## config.mk

```make
export PLATFORM = sky130hd
export DESIGN_NAME = pixel_cluster_frame_ctrl_flat
export DESIGN_NICKNAME = d
export VERILOG_FILES = /design/src/rtl/pixel_cluster_pkg.sv /design/src/rtl/pixel_cluster_frame_ctrl_if.sv /design/src/rtl/pixel_cluster_frame_ctrl_regs.sv /design/src/rtl/pixel_cluster_frame_ctrl.sv /design/src/flat_wrapper.sv
export SDC_FILE = /design/constraint.sdc
export NUM_CORES = 1
export LEC_CHECK = 0
export CAP_MARGIN = 20
export CORE_ASPECT_RATIO = 0.75
export CORE_MARGIN = 10
export CORE_UTILIZATION = 45
export DETAILED_ROUTE_END_ITERATION = 7
export DONT_BUFFER_PORTS = 1
export GPL_ROUTABILITY_DRIVEN = 0
export SLEW_MARGIN = 20
export SYNTH_ARGS = -nofsm -noshare
export SYNTH_HDL_FRONTEND = slang
export SYNTH_SLANG_ARGS = --single-unit
```

## constraint.sdc

```tcl
create_clock -name clk -period 2.55 [get_ports clk]
set_input_delay 0.51 -clock clk [delete_from_list [all_inputs] [get_ports clk]]
set_output_delay 0.51 -clock clk [all_outputs]
set_load 0.005 [all_outputs]
```

## src/rtl/pixel_cluster_pkg.sv

```systemverilog
// Shared types and constants for the pixel-cluster frame controller.
// Optional IRQ support is selected with PIXEL_CLUSTER_FRAME_CTRL_IRQ_EN.
package pixel_cluster_pkg;

  // Frame sequencer states
  typedef enum logic [2:0] {
    ST_IDLE,
    ST_ARM,
    ST_RUN,
    ST_DRAIN,
    ST_CAPTURE,
    ST_CLEAR
  } state_t;

  localparam int unsigned AVS_ADDR_W = 5;
  localparam int unsigned AVS_DATA_W = 32;
  localparam int unsigned FCNT_W     = 16;

  // Register word addresses
  localparam logic [AVS_ADDR_W-1:0] CTRL     = 5'd0;
  localparam logic [AVS_ADDR_W-1:0] STATUS   = 5'd1;
  localparam logic [AVS_ADDR_W-1:0] RGB_CMP  = 5'd2;
  localparam logic [AVS_ADDR_W-1:0] CMP_CFG  = 5'd3;
  localparam logic [AVS_ADDR_W-1:0] RANGE    = 5'd4;
  localparam logic [AVS_ADDR_W-1:0] XY_BASE  = 5'd8;
  localparam logic [AVS_ADDR_W-1:0] CNT_BASE = 5'd16;

  // CTRL bits
  localparam int unsigned CTRL_START_BIT = 0;
  localparam int unsigned CTRL_CONT_BIT  = 1;
  localparam int unsigned CTRL_STOP_BIT  = 2;
  localparam int unsigned CTRL_IE_BIT    = 3;

  // STATUS bits
  localparam int unsigned STAT_BUSY_BIT = 0;
  localparam int unsigned STAT_DONE_BIT = 1;
  localparam int unsigned STAT_ERR_BIT  = 2;
  localparam int unsigned STAT_FCNT_LSB = 16;

  // CMP_CFG: compare enables at bit 0, less-than directions at this offset
  localparam int unsigned CMP_LT_LSB = 4;

endpackage

```

## src/rtl/pixel_cluster_frame_ctrl_if.sv

```systemverilog
// Avalon-MM register bus of the pixel-cluster frame controller.
interface pixel_cluster_frame_ctrl_if;
  import pixel_cluster_pkg::*;

  logic [AVS_ADDR_W-1:0] avs_address;
  logic                  avs_read;
  logic                  avs_write;
  logic [AVS_DATA_W-1:0] avs_writedata;
  logic [AVS_DATA_W-1:0] avs_readdata;

  modport master (
    output avs_address, avs_read, avs_write, avs_writedata,
    input  avs_readdata
  );

  modport slave (
    input  avs_address, avs_read, avs_write, avs_writedata,
    output avs_readdata
  );
endinterface

```

## src/rtl/pixel_cluster_frame_ctrl_regs.sv

```systemverilog
// Register front end: address decode, shadow config, sticky status, readback.
// CTRL b3 (interrupt enable) exists only with PIXEL_CLUSTER_FRAME_CTRL_IRQ_EN.
module pixel_cluster_frame_ctrl_regs
  import pixel_cluster_pkg::*;
#(
  parameter int unsigned N_CLUSTERS   = 4,
  parameter int unsigned X_Y_BITS     = 16,
  parameter int unsigned COUNTER_BITS = 16,
  parameter int unsigned COLOR_BITS   = 8,
  parameter int unsigned N_COLORS     = 3
) (
  input  logic                               clk,
  input  logic                               reset_n,
  pixel_cluster_frame_ctrl_if.slave          avs,
  input  logic                               busy_i,
  input  logic                               capture_i,
  input  logic                               frame_err_i,
  input  logic [FCNT_W-1:0]                  frame_count_i,
  input  logic [N_CLUSTERS*X_Y_BITS-1:0]     x_res_i,
  input  logic [N_CLUSTERS*X_Y_BITS-1:0]     y_res_i,
  input  logic [N_CLUSTERS*COUNTER_BITS-1:0] cnt_res_i,
  output logic                               start_c,
  output logic                               stop_c,
  output logic                               continuous_o,
  output logic [N_COLORS*COLOR_BITS-1:0]     rgb_cmp_o,
  output logic [N_COLORS-1:0]                compare_o,
  output logic [N_COLORS-1:0]                less_than_o,
  output logic [X_Y_BITS-1:0]                range_o,
  output logic                               done_o
`ifdef PIXEL_CLUSTER_FRAME_CTRL_IRQ_EN
  ,
  output logic                               ie_o
`endif
);

  localparam int unsigned RGB_W = N_COLORS * COLOR_BITS;

  logic                  wr_c;
  logic [AVS_DATA_W-1:0] wdata;
  logic [AVS_DATA_W-1:0] rd_data_c;
  logic [AVS_DATA_W-1:0] readdata_q;
  logic                  continuous_q;
  logic [RGB_W-1:0]      rgb_q;
  logic [N_COLORS-1:0]   compare_q;
  logic [N_COLORS-1:0]   less_than_q;
  logic [X_Y_BITS-1:0]   range_q;
  logic                  done_q;
  logic                  err_q;
  logic                  unused_wdata;
`ifdef PIXEL_CLUSTER_FRAME_CTRL_IRQ_EN
  logic                  ie_q;
`endif

  assign wr_c  = avs.avs_write;
  assign wdata = avs.avs_writedata;
  assign unused_wdata = ^wdata;

  // START/STOP are write-one strobes consumed by the sequencer in the write cycle
  assign start_c = wr_c && (avs.avs_address == CTRL) && wdata[CTRL_START_BIT];
  assign stop_c  = wr_c && (avs.avs_address == CTRL) && wdata[CTRL_STOP_BIT];

  // Register writes, sticky status flags and registered readback
  always_ff @(posedge clk or negedge reset_n) begin
    if (!reset_n) begin
      continuous_q <= 1'b0;
      rgb_q        <= '0;
      compare_q    <= '0;
      less_than_q  <= '0;
      range_q      <= '0;
      done_q       <= 1'b0;
      err_q        <= 1'b0;
      readdata_q   <= '0;
`ifdef PIXEL_CLUSTER_FRAME_CTRL_IRQ_EN
      ie_q         <= 1'b0;
`endif
    end else begin
      if (wr_c) begin
        case (avs.avs_address)
          CTRL: begin
            continuous_q <= wdata[CTRL_CONT_BIT];
`ifdef PIXEL_CLUSTER_FRAME_CTRL_IRQ_EN
            ie_q         <= wdata[CTRL_IE_BIT];
`endif
          end
          RGB_CMP: rgb_q       <= wdata[RGB_W-1:0];
          CMP_CFG: begin
            compare_q   <= wdata[N_COLORS-1:0];
            less_than_q <= wdata[CMP_LT_LSB +: N_COLORS];
          end
          RANGE:   range_q     <= wdata[X_Y_BITS-1:0];
          default: ;
        endcase
      end
      // Hardware set has priority over a simultaneous write-one-to-clear
      if (capture_i) begin
        done_q <= 1'b1;
      end else if (wr_c && (avs.avs_address == STATUS) && wdata[STAT_DONE_BIT]) begin
        done_q <= 1'b0;
      end
      if (frame_err_i) begin
        err_q <= 1'b1;
      end else if (wr_c && (avs.avs_address == STATUS) && wdata[STAT_ERR_BIT]) begin
        err_q <= 1'b0;
      end
      if (avs.avs_read) begin
        readdata_q <= rd_data_c;
      end
    end
  end

  // Readback mux; unmapped addresses read as zero
  always_comb begin
    rd_data_c = '0;
    case (avs.avs_address)
      CTRL: begin
        rd_data_c[CTRL_CONT_BIT] = continuous_q;
`ifdef PIXEL_CLUSTER_FRAME_CTRL_IRQ_EN
        rd_data_c[CTRL_IE_BIT]   = ie_q;
`endif
      end
      STATUS: begin
        rd_data_c[STAT_BUSY_BIT]            = busy_i;
        rd_data_c[STAT_DONE_BIT]            = done_q;
        rd_data_c[STAT_ERR_BIT]             = err_q;
        rd_data_c[STAT_FCNT_LSB +: FCNT_W]  = frame_count_i;
      end
      RGB_CMP: rd_data_c = AVS_DATA_W'(rgb_q);
      CMP_CFG: begin
        rd_data_c[N_COLORS-1:0]            = compare_q;
        rd_data_c[CMP_LT_LSB +: N_COLORS]  = less_than_q;
      end
      RANGE:   rd_data_c = AVS_DATA_W'(range_q);
      default: ;
    endcase
    for (int unsigned i = 0; i < N_CLUSTERS; i++) begin
      if (avs.avs_address == AVS_ADDR_W'(XY_BASE + i)) begin
        rd_data_c = AVS_DATA_W'({y_res_i[i*X_Y_BITS +: X_Y_BITS],
                                 x_res_i[i*X_Y_BITS +: X_Y_BITS]});
      end
      if (avs.avs_address == AVS_ADDR_W'(CNT_BASE + i)) begin
        rd_data_c = AVS_DATA_W'(cnt_res_i[i*COUNTER_BITS +: COUNTER_BITS]);
      end
    end
  end

  assign avs.avs_readdata = readdata_q;
  assign continuous_o     = continuous_q;
  assign rgb_cmp_o        = rgb_q;
  assign compare_o        = compare_q;
  assign less_than_o      = less_than_q;
  assign range_o          = range_q;
  assign done_o           = done_q;
`ifdef PIXEL_CLUSTER_FRAME_CTRL_IRQ_EN
  assign ie_o             = ie_q;
`endif

endmodule

```

## src/rtl/pixel_cluster_frame_ctrl.sv

```systemverilog
// Per-frame sequencer for the pixel-cluster datapath: latches config at SOP,
// gates the stream to whole frames, drains, captures results, clears clusterer.
// Define PIXEL_CLUSTER_FRAME_CTRL_IRQ_EN to add the irq output (done & ie).
module pixel_cluster_frame_ctrl
  import pixel_cluster_pkg::*;
#(
  parameter int unsigned N_CLUSTERS   = 4,
  parameter int unsigned X_Y_BITS     = 16,
  parameter int unsigned COUNTER_BITS = 16,
  parameter int unsigned COLOR_BITS   = 8,
  parameter int unsigned N_COLORS     = 3,
  parameter int unsigned DRAIN_CYCLES = 8
) (
  input  logic                               clk,
  input  logic                               reset_n,
  pixel_cluster_frame_ctrl_if.slave          avs,
  input  logic                               st_valid,
  input  logic                               st_ready,
  input  logic                               st_startofpacket,
  input  logic                               st_endofpacket,
  output logic [N_COLORS*COLOR_BITS-1:0]     rgb_cmp,
  output logic [N_COLORS-1:0]                compare,
  output logic [N_COLORS-1:0]                less_than,
  output logic [X_Y_BITS-1:0]                range,
  output logic                               stream_enable,
  output logic                               cluster_clear,
  input  logic [N_CLUSTERS*X_Y_BITS-1:0]     X_clusters,
  input  logic [N_CLUSTERS*X_Y_BITS-1:0]     Y_clusters,
  input  logic [N_CLUSTERS*COUNTER_BITS-1:0] cluster_counters
`ifdef PIXEL_CLUSTER_FRAME_CTRL_IRQ_EN
  ,
  output logic                               irq
`endif
);

  localparam int unsigned RGB_W   = N_COLORS * COLOR_BITS;
  // Counter holds DRAIN_CYCLES-1 down to 0, so DRAIN lasts DRAIN_CYCLES cycles
  localparam int unsigned DRAIN_W = (DRAIN_CYCLES > 1) ? $clog2(DRAIN_CYCLES) : 1;

  state_t                            state_q;
  logic [DRAIN_W-1:0]                drain_q;
  logic                              stop_pend_q;
  logic                              clear_q;
  logic [RGB_W-1:0]                  act_rgb_q;
  logic [N_COLORS-1:0]               act_cmp_q;
  logic [N_COLORS-1:0]               act_lt_q;
  logic [X_Y_BITS-1:0]               act_range_q;
  logic [N_CLUSTERS*X_Y_BITS-1:0]    x_res_q;
  logic [N_CLUSTERS*X_Y_BITS-1:0]    y_res_q;
  logic [N_CLUSTERS*COUNTER_BITS-1:0] cnt_res_q;
  logic [FCNT_W-1:0]                 fcnt_q;

  logic              beat_c, sop_c, eop_c;
  logic              start_c, stop_c, continuous;
  logic              done;
  logic              err_c, capture_c, busy_c;
  logic [RGB_W-1:0]  sh_rgb;
  logic [N_COLORS-1:0] sh_cmp, sh_lt;
  logic [X_Y_BITS-1:0] sh_range;
`ifdef PIXEL_CLUSTER_FRAME_CTRL_IRQ_EN
  logic              ie;
`endif

  assign beat_c    = st_valid & st_ready;
  assign sop_c     = beat_c & st_startofpacket;
  assign eop_c     = beat_c & st_endofpacket;
  assign err_c     = (state_q == ST_RUN) & sop_c;
  assign capture_c = (state_q == ST_CAPTURE);
  assign busy_c    = (state_q != ST_IDLE);

  pixel_cluster_frame_ctrl_regs #(
    .N_CLUSTERS   (N_CLUSTERS),
    .X_Y_BITS     (X_Y_BITS),
    .COUNTER_BITS (COUNTER_BITS),
    .COLOR_BITS   (COLOR_BITS),
    .N_COLORS     (N_COLORS)
  ) u_regs (
    .clk           (clk),
    .reset_n       (reset_n),
    .avs           (avs),
    .busy_i        (busy_c),
    .capture_i     (capture_c),
    .frame_err_i   (err_c),
    .frame_count_i (fcnt_q),
    .x_res_i       (x_res_q),
    .y_res_i       (y_res_q),
    .cnt_res_i     (cnt_res_q),
    .start_c       (start_c),
    .stop_c        (stop_c),
    .continuous_o  (continuous),
    .rgb_cmp_o     (sh_rgb),
    .compare_o     (sh_cmp),
    .less_than_o   (sh_lt),
    .range_o       (sh_range),
    .done_o        (done)
`ifdef PIXEL_CLUSTER_FRAME_CTRL_IRQ_EN
    ,
    .ie_o          (ie)
`endif
  );

  // Frame sequencer, drain counter, active config latch and result capture
  always_ff @(posedge clk or negedge reset_n) begin
    if (!reset_n) begin
      state_q     <= ST_IDLE;
      drain_q     <= '0;
      stop_pend_q <= 1'b0;
      clear_q     <= 1'b0;
      act_rgb_q   <= '0;
      act_cmp_q   <= '0;
      act_lt_q    <= '0;
      act_range_q <= '0;
      x_res_q     <= '0;
      y_res_q     <= '0;
      cnt_res_q   <= '0;
      fcnt_q      <= '0;
    end else begin
      clear_q <= 1'b0;
      case (state_q)
        ST_IDLE: begin
          if (start_c) state_q <= ST_ARM;
        end
        ST_ARM: begin
          if (stop_c) begin
            state_q <= ST_IDLE;
          end else if (sop_c) begin
            act_rgb_q   <= sh_rgb;
            act_cmp_q   <= sh_cmp;
            act_lt_q    <= sh_lt;
            act_range_q <= sh_range;
            if (eop_c) begin
              state_q <= ST_DRAIN;
              drain_q <= DRAIN_W'(DRAIN_CYCLES - 1);
            end else begin
              state_q <= ST_RUN;
            end
          end
        end
        ST_RUN: begin
          // A new SOP before EOP aborts the frame without capturing
          if (sop_c) begin
            state_q <= ST_CLEAR;
            clear_q <= 1'b1;
          end else if (eop_c) begin
            state_q <= ST_DRAIN;
            drain_q <= DRAIN_W'(DRAIN_CYCLES - 1);
          end
        end
        ST_DRAIN: begin
          if (drain_q == '0) begin
            state_q <= ST_CAPTURE;
          end else begin
            drain_q <= drain_q - DRAIN_W'(1);
          end
        end
        ST_CAPTURE: begin
          x_res_q   <= X_clusters;
          y_res_q   <= Y_clusters;
          cnt_res_q <= cluster_counters;
          fcnt_q    <= fcnt_q + FCNT_W'(1);
          state_q   <= ST_CLEAR;
          clear_q   <= 1'b1;
        end
        ST_CLEAR: begin
          if (continuous && !stop_pend_q && !stop_c) begin
            state_q <= ST_ARM;
          end else begin
            state_q <= ST_IDLE;
          end
          stop_pend_q <= 1'b0;
        end
        default: state_q <= ST_IDLE;
      endcase
      // STOP during an active frame lets it finish, then returns to IDLE
      if (stop_c && ((state_q == ST_RUN) || (state_q == ST_DRAIN) ||
                     (state_q == ST_CAPTURE))) begin
        stop_pend_q <= 1'b1;
      end
    end
  end

  // SOP pixel is admitted in the same cycle the ARM->RUN edge happens
  assign stream_enable = (state_q == ST_RUN) | ((state_q == ST_ARM) & sop_c);
  assign cluster_clear = clear_q;
  assign rgb_cmp       = act_rgb_q;
  assign compare       = act_cmp_q;
  assign less_than     = act_lt_q;
  assign range         = act_range_q;
`ifdef PIXEL_CLUSTER_FRAME_CTRL_IRQ_EN
  assign irq           = done & ie;
`endif

endmodule

```

## src/flat_wrapper.sv

```systemverilog
// flat-port wrapper written by rule: the top's interface ports become plain ports
module pixel_cluster_frame_ctrl_flat import pixel_cluster_pkg::*;
#(
  parameter int unsigned N_CLUSTERS   = 4,
  parameter int unsigned X_Y_BITS     = 16,
  parameter int unsigned COUNTER_BITS = 16,
  parameter int unsigned COLOR_BITS   = 8,
  parameter int unsigned N_COLORS     = 3,
  parameter int unsigned DRAIN_CYCLES = 8
)
  (clk, reset_n, st_valid, st_ready, st_startofpacket, st_endofpacket, rgb_cmp, compare, less_than, range, stream_enable, cluster_clear, X_clusters, Y_clusters, cluster_counters, avs_avs_address, avs_avs_read, avs_avs_write, avs_avs_writedata, avs_avs_readdata);
  pixel_cluster_frame_ctrl_if avs_i ();
  input  logic clk;
  input  logic reset_n;
  input  logic st_valid;
  input  logic st_ready;
  input  logic st_startofpacket;
  input  logic st_endofpacket;
  output logic [N_COLORS*COLOR_BITS-1:0] rgb_cmp;
  output logic [N_COLORS-1:0] compare;
  output logic [N_COLORS-1:0] less_than;
  output logic [X_Y_BITS-1:0] range;
  output logic stream_enable;
  output logic cluster_clear;
  input  logic [N_CLUSTERS*X_Y_BITS-1:0] X_clusters;
  input  logic [N_CLUSTERS*X_Y_BITS-1:0] Y_clusters;
  input  logic [N_CLUSTERS*COUNTER_BITS-1:0] cluster_counters;
  input wire logic [$bits(avs_i.avs_address)-1:0] avs_avs_address;
  input wire logic [$bits(avs_i.avs_read)-1:0] avs_avs_read;
  input wire logic [$bits(avs_i.avs_write)-1:0] avs_avs_write;
  input wire logic [$bits(avs_i.avs_writedata)-1:0] avs_avs_writedata;
  output wire logic [$bits(avs_i.avs_readdata)-1:0] avs_avs_readdata;
  assign avs_i.avs_address = avs_avs_address;
  assign avs_i.avs_read = avs_avs_read;
  assign avs_i.avs_write = avs_avs_write;
  assign avs_i.avs_writedata = avs_avs_writedata;
  assign avs_avs_readdata = avs_i.avs_readdata;
  pixel_cluster_frame_ctrl #(.N_CLUSTERS(N_CLUSTERS), .X_Y_BITS(X_Y_BITS), .COUNTER_BITS(COUNTER_BITS), .COLOR_BITS(COLOR_BITS), .N_COLORS(N_COLORS), .DRAIN_CYCLES(DRAIN_CYCLES)) u_core (.clk(clk), .reset_n(reset_n), .avs(avs_i), .st_valid(st_valid), .st_ready(st_ready), .st_startofpacket(st_startofpacket), .st_endofpacket(st_endofpacket), .rgb_cmp(rgb_cmp), .compare(compare), .less_than(less_than), .range(range), .stream_enable(stream_enable), .cluster_clear(cluster_clear), .X_clusters(X_clusters), .Y_clusters(Y_clusters), .cluster_counters(cluster_counters));
endmodule
```

-- Word-level counts from Yosys, hierarchy flattened
Index checks and enable logic that the tools add are counted.
W data, S select, Z words.
- register bits: 343
- latch bits: 0
- bits in writable memories: 0
- memory bits (read-only): 0
- output and inout port bits: 80
- word-level logic and storage cells: 120
- memories kept: 0
- $add $sub $neg: 2
- multiply operators: 0
- div/mod/pow operators: 0
- $lt $le $gt $ge: 0
- equal/unequal tests: 25
- shifts and indexed selects: 0
- muxes and demuxes: 38
- bitwise gates (word level): 7
- reduce and logical (&&, ||, !) cells: 28
- operators by type and width (kind ; count):
    $mux W32 ; 8
    $mux W3 ; 11
    $pmux W16 S2 ; 1
    $eq A5 B4 Y1 const B ; 4
    $eq A5 B5 Y1 const B ; 4
    $pmux W3 S3 ; 2
    $pmux W3 S6 ; 1
    $pmux W9 S2 ; 1
    $add A16 B1 Y16 const B ; 1
    $eq A5 B2 Y1 const B ; 2
    $logic_and A1 B1 Y1 ; 9
    $mux W1 ; 9
    $pmux W1 S4 ; 2
    $reduce_and A2 Y1 ; 4
    $eq A3 B2 Y1 const B ; 2
    $eq A3 B3 Y1 const B ; 2
    $logic_not A3 Y1 ; 2
    $ne A2 B1 Y1 const B ; 3
    $ne A2 B2 Y1 const B ; 3
    $ne A3 B1 Y1 const B ; 2
    $reduce_bool A2 Y1 ; 3
    $reduce_bool A3 Y1 ; 2
    $and A1 B1 Y1 ; 5
    $eq A5 B1 Y1 const B ; 1
    other kinds (13) ; 16

-- Logic depth before layout (Yosys ltp)
- word-level depth: 10
- depth in mapped cells: 8
- gate-level depth less buffers: 7

-- Cells and area by module
A second synthesis with hierarchy kept.
- cell total of the unflattened synthesis: 1656
- area total of the unflattened synthesis: 15972.8 sq um
- modules (own cells, without submodules) (module ; times used ; cells an instance ; area each (sq um)):
    pixel_cluster_frame_ctrl ; 1 ; 1033 ; 10149.7
    pixel_cluster_frame_ctrl_regs ; 1 ; 623 ; 5823.1

-- Worst setup path after synthesis
Ideal clock, no wire load.
- kind: input -> register
- from: input avs_avs_address[1]
- to: register u_core.u_regs.range_q[10], in the netlist u_core.u_regs.range_o[10]
- library setup time: 0.125 ns
- arrival time: 1.842 ns
- path slack: 0.583 ns
- stages on the path: 6
- path buffers: 2
- cell sequence: buf_4 nor2_4 nor4b_4 nand2_4 buf_6 mux2_4
- word-level cells in the longest chain between the ends: 2
- RTL lines (what ; RTL line ; text):
    start: declaration ; flat_wrapper.sv:28 ; input wire logic [$bits(avs_i.avs_address)-1:0] avs_avs_address;
    $eq A5 B3 Y1 ; pixel_cluster_frame_ctrl_regs.sv:78 ; case (avs.avs_address)
    $reduce_and A2 Y1 (no line) ; -- ;
    end signal: assignment ; pixel_cluster_frame_ctrl_regs.sv:90 ; RANGE: range_q <= wdata[X_Y_BITS-1:0];
    end: declaration ; pixel_cluster_frame_ctrl_regs.sv:46 ; logic [X_Y_BITS-1:0] range_q;
Every way passes these cells.
A chain may end at the register's enable or synchronous reset.

-- Worst setup path after layout
- from: register u_core.state_q[0]
- to: output stream_enable
- word-level cells in the longest chain between the ends: 3
- elaborated cells between the ends (all ways): 4
- those cells by class: eq/ne (2); bitwise (2)
- RTL lines (what ; RTL line ; text):
    start: declaration ; pixel_cluster_frame_ctrl.sv:40 ; state_t state_q;
    start signal: assignment ; pixel_cluster_frame_ctrl.sv:105 ; state_q <= ST_IDLE;
    start signal: assignment ; pixel_cluster_frame_ctrl.sv:121 ; if (start_c) state_q <= ST_ARM;
    start signal: assignment ; pixel_cluster_frame_ctrl.sv:125 ; state_q <= ST_IDLE;
    $eq A3 B1 Y1 ; pixel_cluster_frame_ctrl.sv:183 ; assign stream_enable = (state_q == ST_RUN) | ((state_q == ST_ARM) & sop_c);
    $and A1 B1 Y1 ; pixel_cluster_frame_ctrl.sv:183 ;
    $or A1 B1 Y1 * ; pixel_cluster_frame_ctrl.sv:183 ;
    end: declaration ; flat_wrapper.sv:23 ; output logic stream_enable;
Mark *: on every way between the ends. The rest lies on a longest branch, timed or not.

==> flow_metrics.env <==
export IMPL_number_of_enable_type_register_cells_in_the_synthesized_netlist=0
export IMPL_worst_path_buf_inv=0
export IMPL_path_type_of_the_worst_min_delay_path="in2async"
export IMPL_final_net_count=1819
export IMPL_layout_filler_cells=3259
export IMPL_critical_path_cell_chain="nand4_1, mux2_2, nor2_1"
export IMPL_synthesis_instances=1616
export IMPL_wire_length_of_the_first_global_routing_pass_um=72700
export IMPL_path_class="reg2out"
export IMPL_drv_cap=0
export IMPL_viasPerCell=5.66
export IMPL_port_buffers=0
export IMPL_average_detailed_routed_wire_length_per_instance_um=23.2
export IMPL_cts_inserted_buffers=36
export IMPL_yosys_most_used_dff="sky130_fd_sc_hd__dfrtp_1"
export IMPL_mappedNetlistNets=1856
export IMPL_netlist_top_cells_area="sky130_fd_sc_hd__dfrtp_1 55%, sky130_fd_sc_hd__nand2_1 15%, sky130_fd_sc_hd__mux2_2 4.9%"
export IMPL_synthesized_flop_and_latch_total=343
export IMPL_crit_family="flip-flops"
export IMPL_dr_pass1_iters=5
export IMPL_fin_tns_setup_ps=0
export IMPL_worst_hold_slack_ps=-310
export IMPL_numClockSinks=343
export IMPL_unrepaired_setup_endpoints_after_global_routing="false"
export IMPL_post_route_period_util_pct=87.6
export IMPL_final_max_tran_viols=0
export IMPL_dpl_instance_area_sq_um=16100
export IMPL_clock_tree_buffer_depth=3
export IMPL_run_status="finished with violations"
export IMPL_drt_wl_total_um=47800
export IMPL_die_h_um=182
export IMPL_violations="hold timing"
export IMPL_synth_async_sr_flop_share_pct=100
export IMPL_floorplan_initialDensity_pct=45.4
export IMPL_sequential_cell_area_sq_um=8580
export IMPL_p_leak_nw=8.42
export IMPL_drtIter0Drc=1143
export IMPL_critPathMaxFanout=13
export IMPL_ant_nets=0
export IMPL_hold_viol=343
export IMPL_yosys_warnings=0
export IMPL_clk_pin_slew_worst_setup_hold_paths_ps=60
export IMPL_setup_viol=0
export IMPL_die_w_um=236
export IMPL_drc=0
export IMPL_clk_insertion_delay_late_ps=520
export IMPL_num_rows=59
export IMPL_finalWorstPathRequiredPeriod_ps=2230
export IMPL_worst_slew_margin_rel_pct=54.8
export IMPL_maxClockFrequency_ghz=0.448
export IMPL_cts_root_buffer_cell="sky130_fd_sc_hd__clkbuf_16"
export IMPL_seq_area_frac_synth_pct=54.6
export IMPL_post_route_cells_drive_above_1_share_pct=12.5
export IMPL_worst_ir_drop_vdd_v=0.000577
export IMPL_most_numerous_cell_in_the_yosys_netlist="sky130_fd_sc_hd__nand2_1"
export IMPL_grt_start_max_net_pins=344
export IMPL_critical_path_arrival_ps=1720
export IMPL_final_skew_ps=15.7
export IMPL_synth_area_leader_cell="sky130_fd_sc_hd__dfrtp_1"
export IMPL_tightest_slew_ps=678
export IMPL_grt_overflow_total=0
export IMPL_synthToLayoutAreaGrowth_pct=9.52
export IMPL_timing_critical_path_to_type="primary output"
export IMPL_cts_tree="built"
export IMPL_finish_instance_area_sq_um=17200
export IMPL_syn_area_sq_um=15700
export IMPL_synth_top_cell_area_share_pct=54.6
export IMPL_area_used_by_multi_input_combinational_logic_sq_um=6590
export IMPL_coreArea_sq_um=34600
export IMPL_netlist_top_cells_count="608 x sky130_fd_sc_hd__nand2_1, 343 x sky130_fd_sc_hd__dfrtp_1, 69 x sky130_fd_sc_hd__mux2_2"
export IMPL_antenna_violations_before_repair=5
export IMPL_critPathMaxStageDelay_ps=580
export IMPL_cpMaxStageDelayCell="sky130_fd_sc_hd__dfrtp_1"
export IMPL_avgSynthCellArea_sq_um=9.73
export IMPL_vias_in_the_first_global_route=11700
export IMPL_fp_dieArea_sq_um=42900
export IMPL_place_detailed_hpwl_um=33800
export IMPL_detailroute_via_count=11700
export IMPL_synthDistinctLibCells=75
export IMPL_cts_setup_buffers=0
export IMPL_top_level_ports=317
export IMPL_power_per_cell_area_nw_per_um2=1000
export IMPL_final_core_utilization_pct=49.8
export IMPL_cts_htree_levels=2
export IMPL_crit_required_ps=2040
export IMPL_grt_total_usage_pct=21.6
export IMPL_startpoint_type="flop"
[layer usage]
layer	wire (um)	share of wire [%]	track usage (%)	up-vias
li1	-	-	-	5420
met1	21200	44	29.3	5779
met2	21600	45	33.1	392
met3	3960	8.3	6.46	59
met4	925	1.9	5.35	8
met5	57	0.12	0	-
[worst paths after layout]
| check | startpoint | to | slack [ps] | cells after the start |
|---|---|---|---|---|
| max | u_core.state_q[0] | stream_enable | 320 | 3 |
| max reg2reg | u_core.state_q[2] | u_core.cnt_res_q[57] | 430 | 5 |
| max in group asynchronous | reset_n | u_core.x_res_q[46] | 2360 | 0 |
| min in group clk | cluster_counters[55] | u_core.cnt_res_q[55] | 90 | 2 |
| min reg2reg | u_core.x_res_q[2] | u_core.x_res_q[2] | 470 | 2 |
| min | reset_n | u_core.u_regs.rgb_cmp_o[8] | -310 | 0 |
[cells in the final DEF (no fill, tap or decap), drive strengths merged, types with 6 or more instances in the layout]
master     n
xnor2     11
o211a     10
a31oi     13
o221a     10
o221ai    14
clkinv     6
mux2      96
nand3     17
a221oi    18
o22ai     16
o21a       6
nand4     14
buf       32
a22oi     12
inv        8
dfrtp    343
o21ai     28
nor2      69
nor3      10
nand2b     9
nand2    610
and3       6
mux2i     28
a21oi     65
clkbuf    53
o2bb2ai   18
nor2b      8
[repair_timing]
action | 4_1_cts | 5_1_grt
endpoints found under the hold margin | 343 | 343
setup endpoints to repair | 0 | 0
resized for setup | 0 | 0
[registers in the layout, indices dropped and copies added, names as in the netlist]
register / count
u_core.state_q: 3
u_core.u_regs.avs.avs_readdata: 32
u_core.compare: 3
u_core.u_regs.range_o: 16
u_core.fcnt_q: 16
u_core.u_regs.continuous_o: 1
u_core.u_regs.err_q: 1
u_core.range: 16
u_core.less_than: 3
u_core.x_res_q: 64
u_core.u_regs.compare_o: 3
u_core.rgb_cmp: 24
u_core.u_regs.less_than_o: 3
u_core.cluster_clear: 1
u_core.u_regs.rgb_cmp_o: 24
u_core.y_res_q: 64
u_core.u_regs.done_o: 1
u_core.stop_pend_q: 1
u_core.cnt_res_q: 64
u_core.drain_q: 3
[power by group]
part           internal (W)  switching [W]
Sequential          0.00746        0.00143
Combinational       0.00145        0.00178
Clock               0.00304        0.00214
Total                0.0119        0.00535
[worst register-to-register path: stages, from the launching register on]
cell and delay (ps):
sky130_fd_sc_hd__dfrtp_1 590, sky130_fd_sc_hd__nor3b_2 410, sky130_fd_sc_hd__buf_12 290, sky130_fd_sc_hd__buf_4 490, sky130_fd_sc_hd__nand2_1 190, sky130_fd_sc_hd__nand2_1 90
[cell families after synthesis]
logic type	count (synthesis)	share of synthesized area [%]
compound gates	249	11.3
fa+ha+maj	3	0.239
flops	343	54.6
buf+inv	115	3.67
xor+xnor	16	0.891
simple gates	766	20.4
mux	124	8.89
[through the flow]
step / hold slack, ps / std cells / total power (W) / setup slack, ps
3_5_place_dp: 227 / 1998 / 0.0122 / 376
5_1_grt: -332 / 2059 / 0.0184 / 202
4_1_cts: -327 / 2059 / 0.0175 / 258
3_3_place_gp: 226 / 1998 / 0.0120 / 388
2_1_floorplan: 214 / 1616 / 0.0111 / 583
6_report: -310 / 2060 / 0.0173 / 317
[cell type report]
class	instances	area share (%)
sequential	343	49.8
tap	457	3.32
timing repair buffer	32	1.76
antenna	1	0.0145
inverter	8	0.174
clock buffer	53	6.30
clock inverter	8	0.392
multi-input combinational	1158	38.2
(Power assumes the default switching activity.)
